--- config.mk ---
export PLATFORM = sky130hd
export DESIGN_NAME = midi_rx_parser
export DESIGN_NICKNAME = d
export VERILOG_FILES = /design/src/rtl/midi_pkg.sv /design/src/rtl/uart_rx_byte.sv /design/src/rtl/midi_rx_parser.sv
export SDC_FILE = /design/constraint.sdc
export NUM_CORES = 1
export LEC_CHECK = 0
export ABC_AREA = 1
export CORE_MARGIN = 2
export CORE_UTILIZATION = 57
export CTS_CLUSTER_DIAMETER = 120
export CTS_CLUSTER_SIZE = 28
export DETAILED_ROUTE_END_ITERATION = 8
export GPL_ROUTABILITY_DRIVEN = 1
export PLACE_DENSITY = 0.79
export SLEW_MARGIN = 20
export SYNTH_ARGS = -nofsm -noshare
export SYNTH_HDL_FRONTEND = slang
export SYNTH_SLANG_ARGS = --single-unit
--- constraint.sdc ---
create_clock -name clk -period 2.1 [get_ports clk]
set_input_delay 0.315 -clock clk [delete_from_list [all_inputs] [get_ports clk]]
set_output_delay 0.315 -clock clk [all_outputs]
set_load 0.005 [all_outputs]
--- src/rtl/midi_pkg.sv ---
// Shared MIDI definitions: status nibbles, controller numbers, FSM encodings
// and the data-byte count for a channel status byte.
package midi_pkg;

    localparam logic [3:0] NOTE_OFF = 4'h8;
    localparam logic [3:0] NOTE_ON  = 4'h9;
    localparam logic [3:0] CC       = 4'hB;
    localparam logic [3:0] PROG     = 4'hC;
    localparam logic [3:0] CHPR     = 4'hD;

    localparam int CC_VOLUME = 7;

    typedef enum logic [1:0] {
        IDLE,
        START,
        DATA,
        STOP
    } rx_state_t;

    typedef enum logic [1:0] {
        WAIT_STATUS,
        WAIT_D1,
        WAIT_D2
    } parse_state_t;

    // Program Change and Channel Pressure carry one data byte, the other
    // channel messages two; system status bytes carry none we care about.
    function automatic logic [1:0] data_len(input logic [7:0] status);
        logic [1:0] len;
        if (status[7:4] == PROG || status[7:4] == CHPR) begin
            len = 2'd1;
        end else if (status[7] && status[7:4] != 4'hF) begin
            len = 2'd2;
        end else begin
            len = 2'd0;
        end
        return len;
    endfunction

endpackage

--- src/rtl/uart_rx_byte.sv ---
// 8N1 serial byte receiver: 2-FF synchroniser, mid-bit sampling, one-cycle
// byte_valid / frame_err strobes.
module uart_rx_byte
    import midi_pkg::*;
#(
    parameter int CLK_FREQ  = 25_000_000,
    parameter int BAUD_RATE = 31250
) (
    input  logic       clk,
    input  logic       rst,
    input  logic       uart_rx,
    output logic [7:0] rx_byte,
    output logic       byte_valid,
    output logic       frame_err
);

    localparam int DIV   = CLK_FREQ / BAUD_RATE;
    localparam int CNT_W = $clog2(DIV);
    localparam logic [CNT_W-1:0] HALF_M1 = CNT_W'(DIV / 2 - 1);
    localparam logic [CNT_W-1:0] FULL_M1 = CNT_W'(DIV - 1);

    rx_state_t        state_q, state_d;
    logic [CNT_W-1:0] cnt_q, cnt_d;
    logic [2:0]       bit_q, bit_d;
    logic [7:0]       shift_q, shift_d;
    logic             brk_q, brk_d;
    logic             rx_meta_q, rx_meta_d;
    logic             rx_sync_q, rx_sync_d;
    logic             byte_valid_q, byte_valid_d;
    logic             frame_err_q, frame_err_d;

    always_ff @(posedge clk or posedge rst) begin
        if (rst) begin
            state_q      <= IDLE;
            cnt_q        <= '0;
            bit_q        <= '0;
            shift_q      <= '0;
            brk_q        <= 1'b0;
            rx_meta_q    <= 1'b1;
            rx_sync_q    <= 1'b1;
            byte_valid_q <= 1'b0;
            frame_err_q  <= 1'b0;
        end else begin
            state_q      <= state_d;
            cnt_q        <= cnt_d;
            bit_q        <= bit_d;
            shift_q      <= shift_d;
            brk_q        <= brk_d;
            rx_meta_q    <= rx_meta_d;
            rx_sync_q    <= rx_sync_d;
            byte_valid_q <= byte_valid_d;
            frame_err_q  <= frame_err_d;
        end
    end

    always_comb begin
        state_d      = state_q;
        cnt_d        = cnt_q;
        bit_d        = bit_q;
        shift_d      = shift_q;
        brk_d        = brk_q;
        rx_meta_d    = uart_rx;
        rx_sync_d    = rx_meta_q;
        byte_valid_d = 1'b0;
        frame_err_d  = 1'b0;

        case (state_q)
            IDLE: begin
                if (!rx_sync_q) begin
                    state_d = START;
                    cnt_d   = '0;
                end
            end
            START: begin
                // A start bit that is gone by mid-bit was only a glitch.
                if (cnt_q == HALF_M1) begin
                    cnt_d   = '0;
                    bit_d   = '0;
                    state_d = rx_sync_q ? IDLE : DATA;
                end else begin
                    cnt_d = cnt_q + 1'b1;
                end
            end
            DATA: begin
                if (cnt_q == FULL_M1) begin
                    cnt_d   = '0;
                    shift_d = {rx_sync_q, shift_q[7:1]};
                    bit_d   = bit_q + 3'd1;
                    if (bit_q == 3'd7) begin
                        state_d = STOP;
                    end
                end else begin
                    cnt_d = cnt_q + 1'b1;
                end
            end
            STOP: begin
                // After a framing error, hold here until the line returns high.
                if (brk_q) begin
                    if (rx_sync_q) begin
                        brk_d   = 1'b0;
                        state_d = IDLE;
                    end
                end else if (cnt_q == FULL_M1) begin
                    cnt_d = '0;
                    if (rx_sync_q) begin
                        byte_valid_d = 1'b1;
                        state_d      = IDLE;
                    end else begin
                        frame_err_d = 1'b1;
                        brk_d       = 1'b1;
                    end
                end else begin
                    cnt_d = cnt_q + 1'b1;
                end
            end
            default: state_d = IDLE;
        endcase
    end

    assign rx_byte    = shift_q;
    assign byte_valid = byte_valid_q;
    assign frame_err  = frame_err_q;

endmodule

--- src/rtl/midi_rx_parser.sv ---
// MIDI input stage: serial receive, running-status parser with channel filter,
// and monophonic last-note-priority note/velocity/gate/volume registers.
module midi_rx_parser
    import midi_pkg::*;
#(
    parameter int CLK_FREQ  = 25_000_000,
    parameter int BAUD_RATE = 31250,
    parameter int CHANNEL   = 0,
    parameter int OMNI      = 0,
    parameter int VOL_CC    = CC_VOLUME,
    parameter int VOL_RESET = 100
) (
    input  logic       clk,
    input  logic       rst,
    input  logic       uart_rx,
    output logic [6:0] nota,
    output logic [6:0] velocidad,
    output logic [6:0] volumen,
    output logic       note_on,
    output logic       note_valid,
    output logic       frame_err
);

    localparam logic [3:0] CHAN_N    = 4'(CHANNEL);
    localparam logic [6:0] VOL_CC_N  = 7'(VOL_CC);
    localparam logic [6:0] VOL_RST_N = 7'(VOL_RESET);

    logic [7:0] rx_byte;
    logic       byte_valid;
    logic       chan_ok;
    logic       is_note_off;

    parse_state_t pstate_q, pstate_d;
    logic [7:0]   status_q, status_d;
    logic [6:0]   data1_q, data1_d;
    logic [6:0]   nota_q, nota_d;
    logic [6:0]   vel_q, vel_d;
    logic [6:0]   vol_q, vol_d;
    logic         gate_q, gate_d;
    logic         note_valid_q, note_valid_d;

    uart_rx_byte #(
        .CLK_FREQ  (CLK_FREQ),
        .BAUD_RATE (BAUD_RATE)
    ) u_rx (
        .clk        (clk),
        .rst        (rst),
        .uart_rx    (uart_rx),
        .rx_byte    (rx_byte),
        .byte_valid (byte_valid),
        .frame_err  (frame_err)
    );

    always_ff @(posedge clk or posedge rst) begin
        if (rst) begin
            pstate_q     <= WAIT_STATUS;
            status_q     <= '0;
            data1_q      <= '0;
            nota_q       <= '0;
            vel_q        <= '0;
            vol_q        <= VOL_RST_N;
            gate_q       <= 1'b0;
            note_valid_q <= 1'b0;
        end else begin
            pstate_q     <= pstate_d;
            status_q     <= status_d;
            data1_q      <= data1_d;
            nota_q       <= nota_d;
            vel_q        <= vel_d;
            vol_q        <= vol_d;
            gate_q       <= gate_d;
            note_valid_q <= note_valid_d;
        end
    end

    assign chan_ok     = (OMNI != 0) || (rx_byte[3:0] == CHAN_N);
    assign is_note_off = (status_q[7:4] == NOTE_OFF) ||
                         (status_q[7:4] == NOTE_ON && rx_byte[6:0] == 7'd0);

    always_comb begin
        pstate_d     = pstate_q;
        status_d     = status_q;
        data1_d      = data1_q;
        nota_d       = nota_q;
        vel_d        = vel_q;
        vol_d        = vol_q;
        gate_d       = gate_q;
        note_valid_d = 1'b0;

        if (byte_valid) begin
            if (rx_byte[7]) begin
                // Realtime bytes (F8-FF) are transparent to everything.
                if (rx_byte[7:3] != 5'b11111) begin
                    if (rx_byte[7:4] != 4'hF && chan_ok) begin
                        status_d = rx_byte;
                        pstate_d = WAIT_D1;
                    end else begin
                        pstate_d = WAIT_STATUS;
                    end
                end
            end else begin
                case (pstate_q)
                    WAIT_D1: begin
                        if (data_len(status_q) == 2'd2) begin
                            data1_d  = rx_byte[6:0];
                            pstate_d = WAIT_D2;
                        end
                    end
                    WAIT_D2: begin
                        pstate_d = WAIT_D1;
                        if (status_q[7:4] == NOTE_ON && !is_note_off) begin
                            nota_d       = data1_q;
                            vel_d        = rx_byte[6:0];
                            gate_d       = 1'b1;
                            note_valid_d = 1'b1;
                        end else if (is_note_off) begin
                            // Releasing a note other than the sounding one leaves the gate alone.
                            note_valid_d = 1'b1;
                            if (data1_q == nota_q) begin
                                gate_d = 1'b0;
                            end
                        end else if (status_q[7:4] == CC && data1_q == VOL_CC_N) begin
                            vol_d = rx_byte[6:0];
                        end
                    end
                    default: begin
                        pstate_d = WAIT_STATUS;
                    end
                endcase
            end
        end
    end

    assign nota       = nota_q;
    assign velocidad  = vel_q;
    assign volumen    = vol_q;
    assign note_on    = gate_q;
    assign note_valid = note_valid_q;

endmodule
* After elaboration in Yosys (flattened, before gate mapping)
Cells that the tools add are included.
W data, S select, Z words.
** Storage, ports and cells
- Flip-flop bits (word level) :: 68
- Output and inout bits :: 24
- Word-level logic and storage cells :: 117
- Bits of input ports :: 3
** Operators by class
- Reductions and logical operators :: 24
- Muxes and demuxes :: 44
- Equal/unequal tests :: 27
- $add $sub $neg :: 2
- Bitwise logic cells :: 3
** Operators by type and width (count)
- $mux W10 :: 4
- $pmux W10 S4 :: 1
- $mux W2 :: 16
- $eq A4 B4 Y1 const B :: 5
- $mux W1 :: 18
- $reduce_and A4 Y1 :: 3
- $add A10 B1 Y10 const B :: 1
- $eq A10 B10 Y1 const B :: 1
- $eq A10 B9 Y1 const B :: 1
- $reduce_and A5 Y1 :: 2
- $eq A2 B2 Y1 const B :: 4
- $ne A4 B4 Y1 const B :: 2
- $pmux W2 S4 :: 1
- $eq A7 B3 Y1 const B :: 1
- $eq A7 B7 Y1 :: 1
- $logic_not A7 Y1 :: 1
- $mux W3 :: 2
- $ne A2 B1 Y1 const B :: 3
- $ne A2 B2 Y1 const B :: 3
- $pmux W3 S2 :: 1
- $reduce_and A3 Y1 :: 2
- $reduce_and A6 Y1 :: 1
- $reduce_bool A2 Y1 :: 3
- $logic_and A1 B1 Y1 :: 5
- other kinds (13) :: 18

* Depth between registers and ports, before layout
- Word-level depth :: 11
- Gate-level depth with buffers :: 10
- Depth with buffers taken out :: 10

* Cells and area by module
From an unflattened synthesis, not the netlist that was laid out.
** Second synthesis, totals
- Cells, all modules :: 387
- Area, all modules :: 3201.8 um^2
** Modules (own cells, without submodules)
- midi_rx_parser :: cells an instance 221, instances 1, area each 1798.0 um^2, seq. area each 904.6 um^2
- uart_rx_byte :: cells an instance 166, instances 1, area each 1403.8 um^2, seq. area each 703.2 um^2

* Least setup slack after synthesis
Ideal clock, no wire load.
- Path type :: reg2reg
- Start :: register u_rx.state_q[0]
- End :: register u_rx.cnt_q[2]
- Cell stages (with the launch flop) :: 8
- Setup time :: 129 ps
- Path buffers :: 0
- Setup slack :: 540 ps
- Required time :: 1971 ps
- Arrival :: 1431 ps
- Clock period less this slack :: 1560 ps
- Cell sequence :: dfrtp_1 ha_1 inv_1 o21ai_2 inv_1 nand2_1 xor2_1 a21oi_1
** Between the ends
- Word-level cells in the longest chain between the ends :: 3
- Elaborated cells on any way between the ends :: 8
- Those cells by class :: 5 x eq/ne; 1 x mux; 2 x reduce/logical
** RTL lines
- from (decl) :: line uart_rx_byte.sv:22 : rx_state_t state_q, state_d;
- from (signal assigned) :: line uart_rx_byte.sv:44 : state_q <= state_d;
- $eq A2 B2 Y1 / $logic_not A2 Y1 (equally long branches) :: line uart_rx_byte.sv:67 : case (state_q)
- $ne A2 B2 Y1 (no line)
- $reduce_and A2 Y1 (no line)
- to (signal assigned) :: line uart_rx_byte.sv:45 : cnt_q <= cnt_d;
- to (decl) :: line uart_rx_byte.sv:23 : logic [CNT_W-1:0] cnt_q, cnt_d;
Several ways; a longest one is shown, not always the timed one.
A chain may end at the register's enable or synchronous reset.

* Worst setup path in the final report
Ends and elaborated chain as after synthesis.

==> impl_metrics.toml <==
[global_routing]
grt_first_pass_wirelength_um = 9729
gr-total-overflow = 0
antenna_found_initial = 0
grt.total_usage = 0.2087
grt_max_degree = 65
grt_pass1_vias = 2202

[routing]
antenna_left = 0
vias_per_cell = 5.140
routedWlPerCell_um = 12.54
wirelength_um = 5630
drtIter0Drc = 148
firstDrtPassIters = 4
drc_errors = 0
via_count = 2308

[synthesis]
synth_edf_count = 0
syn_nets = 352
yosysMostFrequentCell = "nand2_1"
synthTopCellsByCount = "nand2_1 (94), dfrtp_1 (59), inv_1 (41), o21ai_0 (26)"
ys_ff_latch = 64
yosysTopAreaCell = "dfrtp_1"
synth.avg_cell_area_um2 = 8.901
syn_area_mm2 = 0.003035
synth_top_flop_cell = "dfrtp_1"
ys_warn_count = 0
synth_seq_area_share = 0.5297
syn_inst = 341
ys_async_sr_fraction = 1.000
synthTopCellsByArea = "dfrtp_1 (49%), nand2_1 (12%), inv_1 (5.1%)"
yosysTopAreaCellShare = 0.4864
ys_types = 30

[flow_run]
drv_cap = 0

[setup_path]
endpoint_kind = "register"
startpoint_type = "register"
crit_type = "reg -> reg"
crit_arrival_ps = 2010
regToRegStartpoint = "u_rx.state_q[0]"
r2r_slack_ps = 300
rr_worst_depth = 7
required_ps = 2310
path_max_fanout = 10
regToRegEndpoint = "u_rx.cnt_q[2]"

[finish]
final_util = 0.7006
drive_gt1_frac = 0.1240
n_antenna_cell = 0
nNetsFinal = 385
seqCellArea_mm2 = 0.001608
multiInputGateArea_mm2 = 0.001217
area_growth_pct = 17.89
nFillCells = 403
post_layout_nonfiller_instances = 449

[floorplanning]
dieArea_mm2 = 0.005925
coreArea_mm2 = 0.005107
die_h_um = 76.98
num_rows = 26
start_util = 0.5943
ios = 27
die_x_um = 76.98

[cts]
path_clk_slew_ps = 70
ctsHoldBuffers = 0
cts_buffers = 9
cts_tree = "done"
h-tree-depth = 3
postCtsSetupBuffers = 0
root_buffer = "clkbuf_8"
clkSinkCount = 64
clk_latency_ps = 330
cts.path.max_buffers = 2
cts_resized = 0

[power_and_ir_drop]
power_mw = 2.431
leakage_nw = 1.674
ir_drop_v = 0.0004078
powerDensity_mw_per_mm2 = 679.4

[place]
dp_hpwl_um = 3940
dpl_worst_slack_ps = 314.1
gp_congestion = 0.8616
io_buffers = 26
placedCellCount = 433

[sta]
finalHoldViolCount = 0
rsz0062_at_grt = "no"
finalClockSkew_ps = 6.502
fmax_mhz = 556.1
tns_ps = 0
worst_pin_slew_ps = 497.2
slew_violations = 0
fin_crit_sh = 0.8563
maxSlewHeadroom = 0.6675
setup_violations = 0
fin_crit_ps = 1798
worst_slack_ps = 301.8

[min_path]
holdCritPathClass = "in -> async"

[outcome]
status = "finished clean"
==> placed cells by master (no fill, tap or decap), types with 13 or more instances in the layout <==
cell type / netlist / routed
nand3_1: 18 / 18
clkdlybuf4s50_1: 0 / 26
dfrtp_1: 59 / 59
inv_1: 41 / 40
o21ai_0: 26 / 26
nand2_1: 94 / 94
nor2_1: 18 / 18
o21ai_2: 13 / 13
==> through the flow <==
step | area [um^2] | hold WS (ps)
after floorplan | 3035 | 319.5
after global placement | 3358 | 345.9
after detailed placement | 3358 | 348.9
after CTS | 3578 | 360.1
after global routing | 3578 | 365.1
final | 3578 | 358.5
==> cell type report <==
cell class                 instances  share of cell area
multi-input combinational        229              0.3402
clock buffer                      10             0.03846
timing repair buffer              28             0.08042
inverter                          42             0.04406
clock inverter                     6             0.02308
sequential                        64              0.4493
tap                               70             0.02448
==> cells by family after synthesis <==
kind of cell    share of synthesized area
flops                              0.5297
xor+xnor                          0.02886
buf+inv                           0.06925
compound gates                     0.1241
simple gates                       0.2152
fa+ha+maj                         0.03298
==> worst max-delay path: stages, from the launching register on <==
cell and delay [ps]:
dfrtp_1 430, ha_1 260, inv_1 100, o21ai_2 340, inv_1 210, nand2_1 120
xor2_1 150, a21oi_1 50
==> registers in the layout, indices dropped and copies added, names as in the netlist, named ones only <==
signal / count
note_on: 1
u_rx.brk_q: 1
u_rx.rx_byte: 8
volumen: 7
data1_q: 7
u_rx.frame_err: 1
u_rx.state_q: 1
u_rx.cnt_q: 10
velocidad: 7
u_rx.rx_meta_q: 1
pstate_q: 2
u_rx.rx_sync_q: 1
note_valid: 1
status_q: 4
nota: 7
u_rx.bit_q: 3
u_rx.byte_valid: 1
==> layer usage <==
metal,vias up,wire [um],global-route usage
met1,1081,2487,0.2587
li1,1166,-,-
met5,-,0,0
met3,9,209,0.03647
met4,0,74,0.1018
met2,52,2859,0.3544
==> how the worst max path moves through the flow <==
stage                                from                         end  slack [ps]  depth (start not counted)
after global placement    u_rx.state_q[0]               u_rx.cnt_q[2]         350                          7
after floorplan                       rst  asynchronous set/reset pin         200                          1
after CTS                 u_rx.state_q[0]               u_rx.cnt_q[2]         290                          7
after global routing      u_rx.state_q[0]               u_rx.cnt_q[2]         110                          7
after detailed placement  u_rx.state_q[0]               u_rx.cnt_q[2]         310                          7
final                     u_rx.state_q[0]               u_rx.cnt_q[2]         300                          7
==> report_power, final <==
| group | internal (mW) | leakage, nW | total (mW) | switching, mW |
|---|---|---|---|---|
| sequential | 1.24 | 0.862 | 1.24 | 0.00126 |
| clock | 0.694 | 0.112 | 1.16 | 0.467 |
| combinational | 0.00781 | 0.700 | 0.0327 | 0.0249 |
Note: power is estimated with default switching activity, not from simulation.
